<file path="src/rtl/sns_readout_if.sv">
// rtl/sns_readout_if.sv - beat stream between the history readout and its consumer
interface sns_readout_if #(
    parameter int DATA_WIDTH = 32
);
    logic [DATA_WIDTH-1:0] out_data;
    logic [3:0]            out_index;
    logic                  out_valid;
    logic                  out_ready;
    logic                  out_last;

    modport master (
        output out_data,
        output out_index,
        output out_valid,
        output out_last,
        input  out_ready
    );

    modport slave (
        input  out_data,
        input  out_index,
        input  out_valid,
        input  out_last,
        output out_ready
    );
endinterface

</file>
<file path="src/rtl/sns_readout.sv">
// rtl/sns_readout.sv - snapshots the shift-and-save history taps and streams them out
// Outputs are all registered, so the beat after a handshake is precomputed here.
module sns_readout #(
    parameter int DATA_WIDTH = 32,
    parameter int DEPTH      = 10
) (
    input  logic                  clk,
    input  logic                  reset,
    input  logic                  shift_en,
    input  logic [DATA_WIDTH-1:0] value0,
    input  logic [DATA_WIDTH-1:0] value1,
    input  logic [DATA_WIDTH-1:0] value2,
    input  logic [DATA_WIDTH-1:0] value3,
    input  logic [DATA_WIDTH-1:0] value4,
    input  logic [DATA_WIDTH-1:0] value5,
    input  logic [DATA_WIDTH-1:0] value6,
    input  logic [DATA_WIDTH-1:0] value7,
    input  logic [DATA_WIDTH-1:0] value8,
    input  logic [DATA_WIDTH-1:0] value9,
    input  logic                  start,
    input  logic                  order,
    input  logic                  abort,
    sns_readout_if.master         out,
    output logic                  busy,
    output logic                  done,
    output logic                  empty,
    output logic [3:0]            occupancy
);
    typedef enum logic [1:0] {IDLE, STREAM, DONE} state_t;

    state_t                state_q, state_d;
    logic [DATA_WIDTH-1:0] taps   [DEPTH];
    logic [DATA_WIDTH-1:0] snap_q [DEPTH];
    logic [3:0]            occ_q, occ_d, snap_occ_q, snap_occ_d;
    logic                  order_q, order_d, snap_take;
    logic [DATA_WIDTH-1:0] data_q, data_d;
    logic [3:0]            index_q, index_d, next_index;
    logic                  valid_q, valid_d, last_q, last_d;
    logic                  busy_q, busy_d, done_q, done_d, empty_q, empty_d;

    assign taps[0] = value0;
    assign taps[1] = value1;
    assign taps[2] = value2;
    assign taps[3] = value3;
    assign taps[4] = value4;
    assign taps[5] = value5;
    assign taps[6] = value6;
    assign taps[7] = value7;
    assign taps[8] = value8;
    assign taps[9] = value9;

    always_comb begin
        state_d    = state_q;
        snap_occ_d = snap_occ_q;
        order_d    = order_q;
        snap_take  = 1'b0;
        data_d     = data_q;
        index_d    = index_q;
        valid_d    = valid_q;
        last_d     = last_q;
        busy_d     = busy_q;
        done_d     = 1'b0;
        empty_d    = 1'b0;
        next_index = order_q ? (index_q - 4'd1) : (index_q + 4'd1);
        occ_d      = (shift_en && (occ_q != 4'(DEPTH))) ? (occ_q + 4'd1) : occ_q;

        case (state_q)
            IDLE: begin
                if (start) begin
                    snap_take  = 1'b1;
                    snap_occ_d = occ_q;
                    order_d    = order;
                    busy_d     = 1'b1;
                    if (occ_q == 4'd0) begin
                        state_d = DONE;
                        done_d  = 1'b1;
                        empty_d = 1'b1;
                    end else begin
                        // First beat comes straight from the taps; the snapshot lands on this same edge.
                        state_d = STREAM;
                        valid_d = 1'b1;
                        index_d = order ? (occ_q - 4'd1) : 4'd0;
                        data_d  = taps[index_d];
                        last_d  = (occ_q == 4'd1);
                    end
                end
            end
            STREAM: begin
                if (abort) begin
                    state_d = IDLE;
                    valid_d = 1'b0;
                    last_d  = 1'b0;
                    busy_d  = 1'b0;
                end else if (valid_q && out.out_ready) begin
                    if (last_q) begin
                        state_d = DONE;
                        valid_d = 1'b0;
                        last_d  = 1'b0;
                        done_d  = 1'b1;
                    end else begin
                        index_d = next_index;
                        data_d  = snap_q[next_index];
                        last_d  = order_q ? (next_index == 4'd0)
                                          : (next_index == (snap_occ_q - 4'd1));
                    end
                end
            end
            DONE: begin
                state_d = IDLE;
                busy_d  = 1'b0;
            end
            default: state_d = IDLE;
        endcase
    end

    always_ff @(posedge clk) begin
        if (reset) begin
            state_q    <= IDLE;
            occ_q      <= 4'd0;
            snap_occ_q <= 4'd0;
            order_q    <= 1'b0;
            data_q     <= '0;
            index_q    <= 4'd0;
            valid_q    <= 1'b0;
            last_q     <= 1'b0;
            busy_q     <= 1'b0;
            done_q     <= 1'b0;
            empty_q    <= 1'b0;
            for (int i = 0; i < DEPTH; i++) snap_q[i] <= '0;
        end else begin
            state_q    <= state_d;
            occ_q      <= occ_d;
            snap_occ_q <= snap_occ_d;
            order_q    <= order_d;
            data_q     <= data_d;
            index_q    <= index_d;
            valid_q    <= valid_d;
            last_q     <= last_d;
            busy_q     <= busy_d;
            done_q     <= done_d;
            empty_q    <= empty_d;
            if (snap_take) begin
                for (int i = 0; i < DEPTH; i++) snap_q[i] <= taps[i];
            end
        end
    end

    assign out.out_data  = data_q;
    assign out.out_index = index_q;
    assign out.out_valid = valid_q;
    assign out.out_last  = last_q;
    assign busy          = busy_q;
    assign done          = done_q;
    assign empty         = empty_q;
    assign occupancy     = occ_q;
endmodule

</file>
<file path="src/flat_wrapper.sv">
// flat-port wrapper written by rule: the top's interface ports become plain ports
module sns_readout_flat 
#(
    parameter int DATA_WIDTH = 32,
    parameter int DEPTH      = 10
)
  (clk, reset, shift_en, value0, value1, value2, value3, value4, value5, value6, value7, value8, value9, start, order, abort, busy, done, empty, occupancy, out_out_data, out_out_index, out_out_valid, out_out_last, out_out_ready);
  sns_readout_if #(.DATA_WIDTH(DATA_WIDTH)) out_i ();
  input  logic clk;
  input  logic reset;
  input  logic shift_en;
  input  logic [DATA_WIDTH-1:0] value0;
  input  logic [DATA_WIDTH-1:0] value1;
  input  logic [DATA_WIDTH-1:0] value2;
  input  logic [DATA_WIDTH-1:0] value3;
  input  logic [DATA_WIDTH-1:0] value4;
  input  logic [DATA_WIDTH-1:0] value5;
  input  logic [DATA_WIDTH-1:0] value6;
  input  logic [DATA_WIDTH-1:0] value7;
  input  logic [DATA_WIDTH-1:0] value8;
  input  logic [DATA_WIDTH-1:0] value9;
  input  logic start;
  input  logic order;
  input  logic abort;
  output logic busy;
  output logic done;
  output logic empty;
  output logic [3:0] occupancy;
  output wire logic [$bits(out_i.out_data)-1:0] out_out_data;
  output wire logic [$bits(out_i.out_index)-1:0] out_out_index;
  output wire logic [$bits(out_i.out_valid)-1:0] out_out_valid;
  output wire logic [$bits(out_i.out_last)-1:0] out_out_last;
  input wire logic [$bits(out_i.out_ready)-1:0] out_out_ready;
  assign out_out_data = out_i.out_data;
  assign out_out_index = out_i.out_index;
  assign out_out_valid = out_i.out_valid;
  assign out_out_last = out_i.out_last;
  assign out_i.out_ready = out_out_ready;
  sns_readout #(.DATA_WIDTH(DATA_WIDTH), .DEPTH(DEPTH)) u_core (.clk(clk), .reset(reset), .shift_en(shift_en), .value0(value0), .value1(value1), .value2(value2), .value3(value3), .value4(value4), .value5(value5), .value6(value6), .value7(value7), .value8(value8), .value9(value9), .start(start), .order(order), .abort(abort), .out(out_i), .busy(busy), .done(done), .empty(empty), .occupancy(occupancy));
endmodule
</file>
<file path="config.mk">
export PLATFORM = sky130hd
export DESIGN_NAME = sns_readout_flat
export DESIGN_NICKNAME = d
export VERILOG_FILES = /design/src/rtl/sns_readout_if.sv /design/src/rtl/sns_readout.sv /design/src/flat_wrapper.sv
export SDC_FILE = /design/constraint.sdc
export NUM_CORES = 1
export LEC_CHECK = 0
export ABC_AREA = 1
export CAP_MARGIN = 5
export CORE_MARGIN = 4
export CORE_UTILIZATION = 49
export CTS_CLUSTER_DIAMETER = 40
export CTS_CLUSTER_SIZE = 16
export DETAILED_ROUTE_END_ITERATION = 7
export GPL_ROUTABILITY_DRIVEN = 0
export PLACE_DENSITY_LB_ADDON = 0.3
export SLEW_MARGIN = 20
export SYNTH_ARGS = -nofsm -noshare
export SYNTH_HDL_FRONTEND = slang
export SYNTH_SLANG_ARGS = --single-unit
</file>
<file path="constraint.sdc">
create_clock -name clk -period 15.3 [get_ports clk]
set_input_delay 1.53 -clock clk [delete_from_list [all_inputs] [get_ports clk]]
set_output_delay 1.53 -clock clk [all_outputs]
set_load 0.05 [all_outputs]
</file>
==> summary.md <==
| Metric | Value |
|---|---|
| Min-delay worst type | `reg2reg` |
| Fmax achieved | `203 MHz` |
| Max FO, Critical Path | `175` |
| Final hold viol count | `0` |
| Seq. cell area | `roughly 11000 sq um` |
| Rel. slew slack | `about 27%` |
| Clock buffer depth | `3` |
| Synth Instances | `roughly 2800` |
| Synth area leaders | `edfxtp_1 (45%), nand2_1 (13%), nand3_1 (11%)` |
| Post-DP HPWL | `~47 mm` |
| Root buffer cell | `clkbuf_16` |
| Synth Area per Inst | `7.68 sq um` |
| CTS tree | `done` |
| Via count | `about 20000` |
| Cell row count | `76` |
| Core box area | `between 40000 and 50000 sq um` |
| Worst path cell trace | `clkdlybuf4s50_1 -> clkinv_1 -> buf_4 -> o21ai_4 -> buf_6 -> buf_4 -> buf_12` |
| Setup Fix Bufs, Post-CTS | `0` |
| Sequential area share after synthesis | `between 40% and 50%` |
| Worst Path Required | `between 15 and 20 ns` |
| Mapped Area | `~21000 sq um` |
| Layout area overhead | `25.4%` |
| Share of power burned in registers | `about a third` |
| Arrival @ worst endpoint | `a little over 5 ns` |
| DR WL/cell | `slightly above 20 microns` |
| Pleak | `about 12 nW` |
| Setup ws final | `10.38 ns` |
| # fillers | `3713` |
| Die height | `217 microns` |
| Die area | `approximately 47000 sq um` |
| Min Hold Slack | `0.468 ns` |
| Syn nets | `3130` |
| Setup TNS | `0 ns` |
| Status | `completed` |
| Synth async-reset ratio | `0%` |
| Die W | `between 200 and 250 microns` |
| Initial antenna violation count | `2` |
| GRT overflow | `0` |
| Count of different cell masters after synthesis | `40` |
| Slowest CP cell | `buf_4` |
| DRT iter0 DRCs | `2875` |
| First-pass GRT wire length | `112 mm` |
| Multi-input gate area | `8500 sq um` |
| Power density cells | `roughly 170 nW/um^2` |
| CP Class | `in2reg` |
| Top cell type's share of synthesized area | `approximately 45%` |
| Sw Ratio | `a little over two fifths` |
| Combinational share of power | `between 40% and 50%` |
| Post-synth EDFFs | `320` |
| # diodes | `0` |
| DR pass1 iterations | `6` |
| Post-synthesis register bit count | `approximately 370` |
| Max-cap viol count | `0` |
| Post-CTS sizing | `0` |
| Max stage delay on crit path | `a little over 0.8 ns` |
| CP Capture Type | `flop` |
| Vias in the first global route | `19843` |
| Num ports | `around 370` |
| Routed wire length | `approximately 75 mm` |
| Post-DRT Antenna Nets | `0` |
| Via/cell ratio | `between 5 and 6` |
| Place WS | `9.71 ns` |
| Final #Nets | `3391` |
| Tmin final | `4.92 ns` |
| Port Buffers | `between 300 and 400` |
| Worst path top cell family by delay | `buffers and inverters` |
| Register clock-pin slew on the reported worst setup and hold paths | `about 0.060 ns` |
| Final-report max-slew violation count | `0` |
| Clk sinks | `around 370` |
| Detailed-route DRC error count | `0` |
| Effective utilization at floorplan | `between 40% and 50%` |
| Clk_skew | `0.0180 ns` |
| CP Launch Type | `input port` |
| H-tree depth | `2` |
| Area leader, netlist | `edfxtp_1` |
| CP most frequent cell | `buf_4` |
| Final setup viols | `0` |
| Crit path buf inv count | `6` |
| P_sw | `1.99 mW` |
| Share of cells above drive strength 1 | `~7.7%` |
| Clock group share of total power | `roughly a quarter` |
| Largest net degree at the start of global routing | `about 180` |
| Cts bufs inserted | `50` |
| Slew @ Worst Pin | `1.09 ns` |
| Synth Flop Type | `edfxtp_1` |
| Worst skew pair latency | `between 0.5 and 0.6 ns` |
| Total GRT Usage | `a little under a third` |
| Hold buffers post-CTS | `0` |
| Max VDD drop | `around 0.13 mV` |
| Synth Warn # | `0` |
| Internal | `roughly 2.7 mW` |
| Period utilisation layout | `about 32%` |
| RSZ-0062 raised after global routing | `false` |
area by class of cell:
class                           instances  area share, %
Sequential cell                       372           39.6
Clock inverter                         35           1.36
Tap cell                              585           2.72
Clock buffer                           59           5.26
Timing Repair Buffer                  392           14.5
Inverter                              353           4.95
Multi-Input combinational cell       1882           31.6
placed cells by master, fill, tap and decap left out, drive strengths merged, types with 2 or more instances in the layout:
| cell | n |
|---|---|
| clkdlybuf4s50 | 370 |
| nand4 | 2 |
| o21ai | 81 |
| buf | 22 |
| clkinv | 16 |
| nor2 | 441 |
| edfxtp | 320 |
| bufinv | 3 |
| clkinvlp | 6 |
| inv | 363 |
| o22ai | 5 |
| nand2 | 763 |
| nand3 | 495 |
| a21oi | 73 |
| ha | 12 |
| clkbuf | 59 |
| dfxtp | 52 |
layer usage:
metal  part of all wire [%]  track usage, %  up-vias  wire, microns
li1                       -               -     9426              -
met1                     39            41.6     9488          29300
met2                     44            45.4     1377          32700
met3                     13            8.52      214           9590
met4                    4.4            13.0        4           3320
met5                  0.019               0        -             14
synthesized netlist by cell type (2+ instances only):
master,n
nand2_1,730
nand3_1,484
nor2_1,411
inv_1,339
edfxtp_1,320
buf_2,122
o21ai_0,63
dfxtp_1,52
a21oi_1,43
a21oi_2,30
nand2_2,30
clkbuf_1,27
nor2_2,27
o21ai_1,18
buf_4,14
ha_1,12
buf_6,11
inv_2,11
nand3_2,10
buf_1,6
o22ai_1,5
nand2_4,3
nor2_4,3
buf_12,2
inv_4,2
flip-flops by register name, summed over array words and instances (netlist names):
register	count
u_core.snap_q	320
u_core.out.out_data	32
u_core.occupancy	4
u_core.out.out_index	4
u_core.snap_occ_q	4
u_core.state_q	2
u_core.busy	1
u_core.done	1
u_core.empty	1
u_core.order_q	1
u_core.out.out_last	1
u_core.out.out_valid	1
power groups by stage:
stage | Clock [mW] | Combinational, mW | Sequential, mW
after floorplan | 0 | 1.22 | 1.66
after global routing | 1.28 | 2.09 | 1.55
final | 1.23 | 1.94 | 1.53
after CTS | 1.23 | 1.90 | 1.53
after global placement | 0 | 1.84 | 1.53
after detailed placement | 0 | 1.89 | 1.54
logic make-up after synthesis:
family,Yosys count,synth area share [%]
AOI/OAI and AO/OA,163,4.42
xor gates and xnor gates,2,0.0817
adders and majority gates,13,0.794
buffers and inverters,536,11.0
DFF,372,49.7
and+or+nand+nor,1704,34.1
worst reg2reg max path, delay by kind of cell, from the launching register on:
kind	cells	cell delay [ns]
flip-flops	1	0.32
buffers and inverters	5	2.44
AO/OA/AOI/OAI	1	0.14
adder cells (fa/ha/maj)	1	0.33
metrics by stage:
| step | cells | util, % | area (sq um) | total power, mW |
|---|---|---|---|---|
| 2_1_floorplan | 2790 | - | 21400 | 2.89 |
| 3_3_place_gp | 3584 | 58.1 | 25100 | 3.38 |
| 3_5_place_dp | 3584 | 58.1 | 25100 | 3.43 |
| 4_1_cts | 3678 | 62.2 | 26900 | 4.66 |
| 5_1_grt | 3678 | 62.3 | 26900 | 4.92 |
| 6_report | 3678 | 62.3 | 26900 | 4.70 |
path summary, 6_finish.rpt:
check | startpoint | to | depth (start not counted) | slack [ns]
setup / recovery | reset | u_core.snap_q[8][23] | 7 | 10.38
hold reg to reg | u_core.busy | u_core.busy | 2 | 0.47
hold / removal | u_core.busy | u_core.busy | 2 | 0.47
setup reg to reg | u_core.state_q[0] | u_core.snap_q[8][23] | 7 | 11.39
(Power assumes the default switching activity.)
